**src/rtl/arch_map_retire_sched_pkg.sv**
```systemverilog
`default_nettype none
// ============================================================================
// Module      : arch_map_retire_sched_pkg
// Description : Types and sizes shared by the retire scheduler, map table and
//               arch map.
// Revision    : 1.0 - initial release
// ============================================================================
package arch_map_retire_sched_pkg;

    localparam int NUM_ARCH_REGS = 32;
    localparam int PR_W          = 6;
    localparam int AR_W          = 5;

    // Alpha hardwired zero register
    localparam logic [AR_W-1:0] ZERO_REG_IDX = 5'd31;

    typedef enum logic [1:0] {
        ST_RUN   = 2'd0,
        ST_DRAIN = 2'd1,
        ST_COPY  = 2'd2,
        ST_DONE  = 2'd3
    } RETIRE_SCHED_STATE_t;

    typedef struct packed {
        logic [AR_W-1:0] dest_idx;
        logic [PR_W-1:0] T_idx;
        logic [PR_W-1:0] Told_idx;
    } ROB_RETIRE_ENTRY_t;

    localparam int ENTRY_W = $bits(ROB_RETIRE_ENTRY_t);

endpackage
`default_nettype wire

```
**src/rtl/arch_map_retire_sched_fifo.sv**
```systemverilog
`default_nettype none
// ============================================================================
// Module      : retire_fifo
// Description : Multi-push / single-pop in-order FIFO with count, head and
//               free-slot outputs. Push lanes must be contiguous from lane 0.
// Revision    : 1.0 - initial release
// ============================================================================
module retire_fifo #(
    parameter int DEPTH  = 4,
    parameter int PUSH_W = 2,
    parameter int DATA_W = 17
) (
    input  logic                       clock,
    input  logic                       reset,
    input  logic [PUSH_W-1:0]          push_vld,
    input  logic [PUSH_W*DATA_W-1:0]   push_data,
    input  logic                       pop,
    output logic [DATA_W-1:0]          head_data,
    output logic [$clog2(DEPTH):0]     count,
    output logic [$clog2(DEPTH):0]     free_slots,
    output logic                       empty
);

    localparam int PTR_W = $clog2(DEPTH);
    localparam int CNT_W = PTR_W + 1;

    logic [DATA_W-1:0] mem_q [DEPTH];
    logic [DATA_W-1:0] mem_d [DEPTH];
    logic [PTR_W-1:0]  wr_ptr_q, wr_ptr_d;
    logic [PTR_W-1:0]  rd_ptr_q, rd_ptr_d;
    logic [CNT_W-1:0]  count_q, count_d;
    logic [CNT_W-1:0]  w_push_cnt;
    logic [PTR_W-1:0]  w_slot;

    // Lane k lands k slots past the write pointer; pointers wrap naturally.
    always_comb begin
        mem_d      = mem_q;
        w_push_cnt = '0;
        w_slot     = wr_ptr_q;
        for (int i = 0; i < PUSH_W; i++) begin
            if (push_vld[i]) begin
                w_slot        = wr_ptr_q + w_push_cnt[PTR_W-1:0];
                mem_d[w_slot] = push_data[i*DATA_W +: DATA_W];
                w_push_cnt    = w_push_cnt + CNT_W'(1);
            end
        end
        wr_ptr_d = wr_ptr_q + w_push_cnt[PTR_W-1:0];
        rd_ptr_d = rd_ptr_q + PTR_W'(pop);
        count_d  = count_q + w_push_cnt - CNT_W'(pop);
    end

    always_ff @(posedge clock or negedge reset) begin
        if (!reset) begin
            for (int i = 0; i < DEPTH; i++) begin
                mem_q[i] <= '0;
            end
            wr_ptr_q <= '0;
            rd_ptr_q <= '0;
            count_q  <= '0;
        end else begin
            mem_q    <= mem_d;
            wr_ptr_q <= wr_ptr_d;
            rd_ptr_q <= rd_ptr_d;
            count_q  <= count_d;
        end
    end

    assign head_data  = mem_q[rd_ptr_q];
    assign count      = count_q;
    assign free_slots = CNT_W'(DEPTH) - count_q;
    assign empty      = (count_q == '0);

endmodule
`default_nettype wire

```
**src/rtl/arch_map_retire_sched.sv**
```systemverilog
`default_nettype none
// ============================================================================
// Module      : arch_map_retire_sched
// Description : Buffers retiring ROB entries and drains them one per cycle into
//               the arch map / free list; on flush, restores the map table from
//               the arch map. Option macro: ARCH_MAP_SKIP_ZERO_REG_EN.
// Revision    : 1.0 - initial release
// ============================================================================
module arch_map_retire_sched #(
    parameter int RETIRE_WIDTH  = 2,
    parameter int FIFO_DEPTH    = 4,
    parameter int NUM_ARCH_REGS = arch_map_retire_sched_pkg::NUM_ARCH_REGS,
    parameter int PR_W          = arch_map_retire_sched_pkg::PR_W
) (
    input  logic                         clock,
    input  logic                         reset,
    input  logic                         en,
    input  logic [RETIRE_WIDTH-1:0]      rob_retire_valid,
    input  logic [RETIRE_WIDTH*5-1:0]    rob_dest_idx,
    input  logic [RETIRE_WIDTH*PR_W-1:0] rob_T_idx,
    input  logic [RETIRE_WIDTH*PR_W-1:0] rob_Told_idx,
    output logic                         rob_retire_ready,
    input  logic                         flush_req,
    output logic                         archmap_wr_en,
    output logic [4:0]                   archmap_dest_idx,
    output logic [PR_W-1:0]              archmap_T_idx,
    output logic                         freelist_free_en,
    output logic [PR_W-1:0]              freelist_Told_idx,
    output logic [4:0]                   arch_rd_idx,
    input  logic [PR_W-1:0]              arch_rd_T_idx,
    output logic                         maptable_wr_en,
    output logic [4:0]                   maptable_wr_idx,
    output logic [PR_W-1:0]              maptable_wr_T_idx,
    output logic                         flush_done
);

    import arch_map_retire_sched_pkg::*;

    localparam int CNT_W = $clog2(FIFO_DEPTH) + 1;
    localparam int IDX_W = $clog2(NUM_ARCH_REGS);

    RETIRE_SCHED_STATE_t               state_q, state_d;
    logic [IDX_W-1:0]                  cnt_q, cnt_d;
    logic [RETIRE_WIDTH-1:0]           w_push_vld;
    logic [RETIRE_WIDTH*ENTRY_W-1:0]   w_push_data;
    logic [ENTRY_W-1:0]                w_head_bits;
    ROB_RETIRE_ENTRY_t                 w_head;
    logic [CNT_W-1:0]                  w_count;
    logic [CNT_W-1:0]                  w_free;
    logic                              w_empty;
    logic                              w_ready;
    logic                              w_drain;
    logic                              w_arch_wr;

    for (genvar gi = 0; gi < RETIRE_WIDTH; gi++) begin : g_lane
        ROB_RETIRE_ENTRY_t w_ent;
        assign w_ent.dest_idx = rob_dest_idx[gi*AR_W +: AR_W];
        assign w_ent.T_idx    = rob_T_idx[gi*PR_W +: PR_W];
        assign w_ent.Told_idx = rob_Told_idx[gi*PR_W +: PR_W];
        assign w_push_data[gi*ENTRY_W +: ENTRY_W] = w_ent;
    end

    assign w_push_vld = rob_retire_valid & {RETIRE_WIDTH{w_ready}};
    assign w_head     = w_head_bits;

    retire_fifo #(
        .DEPTH  (FIFO_DEPTH),
        .PUSH_W (RETIRE_WIDTH),
        .DATA_W (ENTRY_W)
    ) u_fifo (
        .clock      (clock),
        .reset      (reset),
        .push_vld   (w_push_vld),
        .push_data  (w_push_data),
        .pop        (w_drain),
        .head_data  (w_head_bits),
        .count      (w_count),
        .free_slots (w_free),
        .empty      (w_empty)
    );

    // Reset is folded into ready so acceptance drops without waiting for an edge.
    assign w_ready = reset && en && (state_q == ST_RUN) && !flush_req &&
                     (w_free >= CNT_W'(RETIRE_WIDTH));
    assign w_drain = en && ((state_q == ST_RUN) || (state_q == ST_DRAIN)) && !w_empty;

`ifdef ARCH_MAP_SKIP_ZERO_REG_EN
    assign w_arch_wr = w_drain && (w_head.dest_idx != ZERO_REG_IDX);
`else
    assign w_arch_wr = w_drain;
`endif

    always_comb begin
        state_d = state_q;
        cnt_d   = cnt_q;
        if (en) begin
            case (state_q)
                ST_RUN: begin
                    if (flush_req) state_d = ST_DRAIN;
                end
                // Leave on the edge that retires the last entry, so the first
                // COPY read already sees that final arch-map write.
                ST_DRAIN: begin
                    if (w_count == CNT_W'(w_drain)) begin
                        state_d = ST_COPY;
                        cnt_d   = '0;
                    end
                end
                ST_COPY: begin
                    if (cnt_q == IDX_W'(NUM_ARCH_REGS - 1)) begin
                        state_d = ST_DONE;
                        cnt_d   = '0;
                    end else begin
                        cnt_d = cnt_q + IDX_W'(1);
                    end
                end
                ST_DONE: state_d = ST_RUN;
                default: state_d = ST_RUN;
            endcase
        end
    end

    always_comb begin
        rob_retire_ready  = w_ready;
        archmap_wr_en     = w_arch_wr;
        archmap_dest_idx  = w_drain ? w_head.dest_idx : '0;
        archmap_T_idx     = w_drain ? w_head.T_idx    : '0;
        freelist_free_en  = w_drain;
        freelist_Told_idx = w_drain ? w_head.Told_idx : '0;
        arch_rd_idx       = '0;
        maptable_wr_en    = 1'b0;
        maptable_wr_idx   = '0;
        maptable_wr_T_idx = '0;
        flush_done        = en && (state_q == ST_DONE);
        if (state_q == ST_COPY) begin
            arch_rd_idx     = cnt_q;
            maptable_wr_idx = cnt_q;
            if (en) begin
                maptable_wr_en    = 1'b1;
                maptable_wr_T_idx = arch_rd_T_idx;
            end
        end
    end

    always_ff @(posedge clock or negedge reset) begin
        if (!reset) begin
            state_q <= ST_RUN;
            cnt_q   <= '0;
        end else begin
            state_q <= state_d;
            cnt_q   <= cnt_d;
        end
    end

endmodule
`default_nettype wire
```
**config.mk**
```make
export PLATFORM = sky130hd
export DESIGN_NAME = arch_map_retire_sched
export DESIGN_NICKNAME = d
export VERILOG_FILES = /design/src/rtl/arch_map_retire_sched_pkg.sv /design/src/rtl/arch_map_retire_sched_fifo.sv /design/src/rtl/arch_map_retire_sched.sv
export SDC_FILE = /design/constraint.sdc
export NUM_CORES = 1
export LEC_CHECK = 0
export ABC_CLOCK_PERIOD_IN_PS = 4000
export BUFFER_PORTS_ARGS = -buffer_cell sky130_fd_sc_hd__buf_2
export CORE_ASPECT_RATIO = 1.4
export CORE_MARGIN = 4
export CORE_UTILIZATION = 58
export CTS_BUF_LIST = sky130_fd_sc_hd__clkbuf_4 sky130_fd_sc_hd__clkbuf_8
export CTS_CLUSTER_DIAMETER = 60
export DETAILED_ROUTE_END_ITERATION = 10
export PLACE_DENSITY_LB_ADDON = 0.12
export SETUP_SLACK_MARGIN = 0.2
export SYNTH_ARGS = -nofsm -noshare
export SYNTH_HDL_FRONTEND = slang
export SYNTH_SLANG_ARGS = --single-unit
```
**constraint.sdc**
```tcl
create_clock -name clock -period 4 [get_ports clock]
set_clock_uncertainty 0.1 [all_clocks]
set_input_delay 0.8 -clock clock [delete_from_list [all_inputs] [get_ports clock]]
set_output_delay 0.8 -clock clock [all_outputs]
set_load 0.005 [all_outputs]
```
==> results.toml <==
[status]
status = "finished clean"

[timing]
max_slew_margin_pct = 40.7
setup_tns_ns = 0
period_minus_slack_ns = 3.47
clock.fmax_mhz = 288
drv_slew = 0
period_share_pct = 86.8
layout_setup_ws_ns = 0.527
hold_violations = 0
grt_setup_unrepaired = "no"
setup_viol = 0
tightest_slew_ns = 0.890

[clock_network]
ctsResizeCount = 0
cts_sinks = 82
clk_pin_slew_worst_paths_ns = 0.08
clk_path_buf_depth = 2
cts_tree = "yes"
hold_buffers = 0
postCtsSetupBuffers = 0
cts-root-buf = "clkbuf_8"
h-tree-depth = 3
numCtsBuffers = 9
clock_latency_ns = 0.36

[routing]
wl_met1_mm = 5.12
drtPass1Iterations = 8
drc = 0
vias = 3925
wl_per_cell_um = 18.8
vias_per_cell = 5.90
drt_iter0_drc = 251
routed-wl-met2_mm = 6.36
dr.max_layer_used = "met4"
ant_nets = 0
postRouteWirelength_mm = 12.5
wl_met3_um = 742

[logic_synthesis]
synth-edff-count = 0
syn_area_um2 = 4860
avgSynthCellArea_um2 = 9.95
synth_cell_types = 46
synthFlopType = "dfrtp_1"
syn_nets = 553
ys_warn_count = 0
ys_seq_area_share_pct = 42.2
ys_async_sr_fraction_pct = 100
syn_inst = 489
synth-seq-cells = 82

[run]
max_cap_viol_count = 0

[setup_path]
end_kind = "flip-flop"
reg2reg_slack_ns = 0.53
cpPeakStageDelay_ns = 0.59
worstPathArrival_ns = 3.60
cp-start-kind = "flip-flop"
crit_start = "u_fifo.count[1]$_DFF_PN0_"
r2r_cells = 10
critPathRequiredTime_ns = 4.13
cp_slowest_cell = "nand4_2"
path_cells = "inv_1, ha_1, ha_1, or3b_1, and3_1, ha_1, xnor2_1, nand4_2, nor2_1, a21oi_1"
r2r-end = "u_fifo.mem_q[53]$_DFF_PN0_"
critPathKind = "flip-flop to flip-flop"
crit_top_cell = "ha_1"
critical_path.max_fanout = 17
r2r-start = "u_fifo.count[1]$_DFF_PN0_"

[floorplanning]
core_area_um2 = 8150
chipWidth_um = 85.4
die_area_um2 = 9930
ioPinCount = 84
rows = 39
start_util_pct = 59.7
fp.dieH_um = 116

[cells_and_area]
layout_common_cells = "dfrtp_1 (82), buf_2 (82), nor2_1 (71)"
multi_input_area_um2 = 2540
syn_to_final_growth_pct = 12.5
fillers = 650
final_layout_size_suffix_gt1_share_pct = 25.4
fin_nets = 621
seq_area_um2 = 2050

[power]
peakVddDrop_mv = 0.457
cellPowerDensity_nw_per_um2 = 629
p_leak_uw = 0.00259

[global_routing]
grt_pass1_vias = 3905
grt_util_all_layers_pct = 26.4
grt_pass1_wl_mm = 20.1
antenna_found_initial = 1
gr-total-overflow = 0
grt_start_max_net_pins = 47

[placed_design]
gp_congestion = 0.814
dp_slack_ns = 0.636
place_hpwl_mm = 8.40
port_buffers = 83

[min_path]
holdCritPathClass = "input port to async pin"
## power breakdown
group	total [µW]	internal (µW)	leakage, µW	switching [µW]
sequential	1450	1180	0.00108	277
clock	644	339	0.000107	305
combinational	1340	703	0.00140	640
## cell type report
cell class | instances | share of cell area (%)
multi-input combinational | 359 | 46.3
clock inverter | 3 | 0.846
sequential | 82 | 37.5
inverter | 11 | 0.754
antenna | 1 | 0.0457
clock buffer | 13 | 3.04
timing repair buffer | 94 | 9.14
tap | 102 | 2.33
## flip-flops by register name, summed over array words and instances, names as in the netlist
name             cells
u_fifo.count         3
u_fifo.mem_q        68
cnt_q                5
u_fifo.wr_ptr_q      2
state_q              2
u_fifo.rd_ptr_q      2
## logic make-up (layout without fill, tap and decap cells)
family                   count (synthesis)  in the layout  synth area share, %
AND/OR/NAND/NOR                        202            202                 21.1
flip-flops                              82             82                 42.2
AO/OA/AOI/OAI                           79             79                 9.42
multiplexers                            53             53                 15.3
buffers and inverters                   48            121                 5.94
adder cells (fa/ha/maj)                 18             18                 4.79
XOR/XNOR                                 7              7                 1.26
other                                    0              1                    0
## how the worst max path moves through the flow
stage                                 end  slack, ns
4_1_cts        u_fifo.mem_q[64]$_DFF_PN0_       0.58
3_3_place_gp   u_fifo.mem_q[64]$_DFF_PN0_       0.77
6_report       u_fifo.mem_q[53]$_DFF_PN0_       0.53
2_1_floorplan      state_q[1]$_DFFE_PN0P_       0.77
5_1_grt         u_fifo.mem_q[6]$_DFF_PN0_       0.31
3_5_place_dp   u_fifo.mem_q[58]$_DFF_PN0_       0.64
## critical path: cells and delay by family (launching register included)
kind / cells / cell delay (ns)
and+or+nand+nor: 4 / 1.64
AOI/OAI and AO/OA: 1 / 0.07
buffers and inverters: 1 / 0.07
DFF: 1 / 0.38
adders and majority gates: 3 / 0.70
xor gates and xnor gates: 1 / 0.39
## stage by stage
step           util (%)  hold slack [ns]  cell area, µm²  power [µW]  std cells
2_1_floorplan         -            0.351            4860        2410        489
3_3_place_gp       64.5            0.384            5260        2720        648
3_5_place_dp       64.5            0.409            5260        2800        648
4_1_cts            67.1            0.425            5470        3460        664
5_1_grt            67.2            0.445            5470        3680        665
6_report           67.2            0.421            5470        3440        665
## synth_stat cells, drive strengths merged, types with 4 or more instances
master / number / area share, %
xnor2: 5 / 0.90
and3: 9 / 1.2
nor2: 71 / 5.5
inv: 11 / 0.85
nand2: 70 / 5.6
mux2i: 35 / 7.2
nor2b: 20 / 2.6
a31oi: 34 / 4.4
o21ai: 5 / 0.51
ha: 17 / 4.4
nand4: 5 / 1.2
a21oi: 34 / 3.5
clkbuf: 6 / 0.46
dfrtp: 82 / 42
buf: 31 / 4.6
and2: 8 / 1.0
mux4: 17 / 7.9
nand3: 4 / 0.67
## layer usage
metal / GRT usage [%] / up-vias
met2: 44.6 / 169
met5: 0 / -
met3: 3.25 / 23
met1: 34.0 / 1894
met4: 12.1 / 0
li1: - / 1839
(Power assumes the default switching activity.)
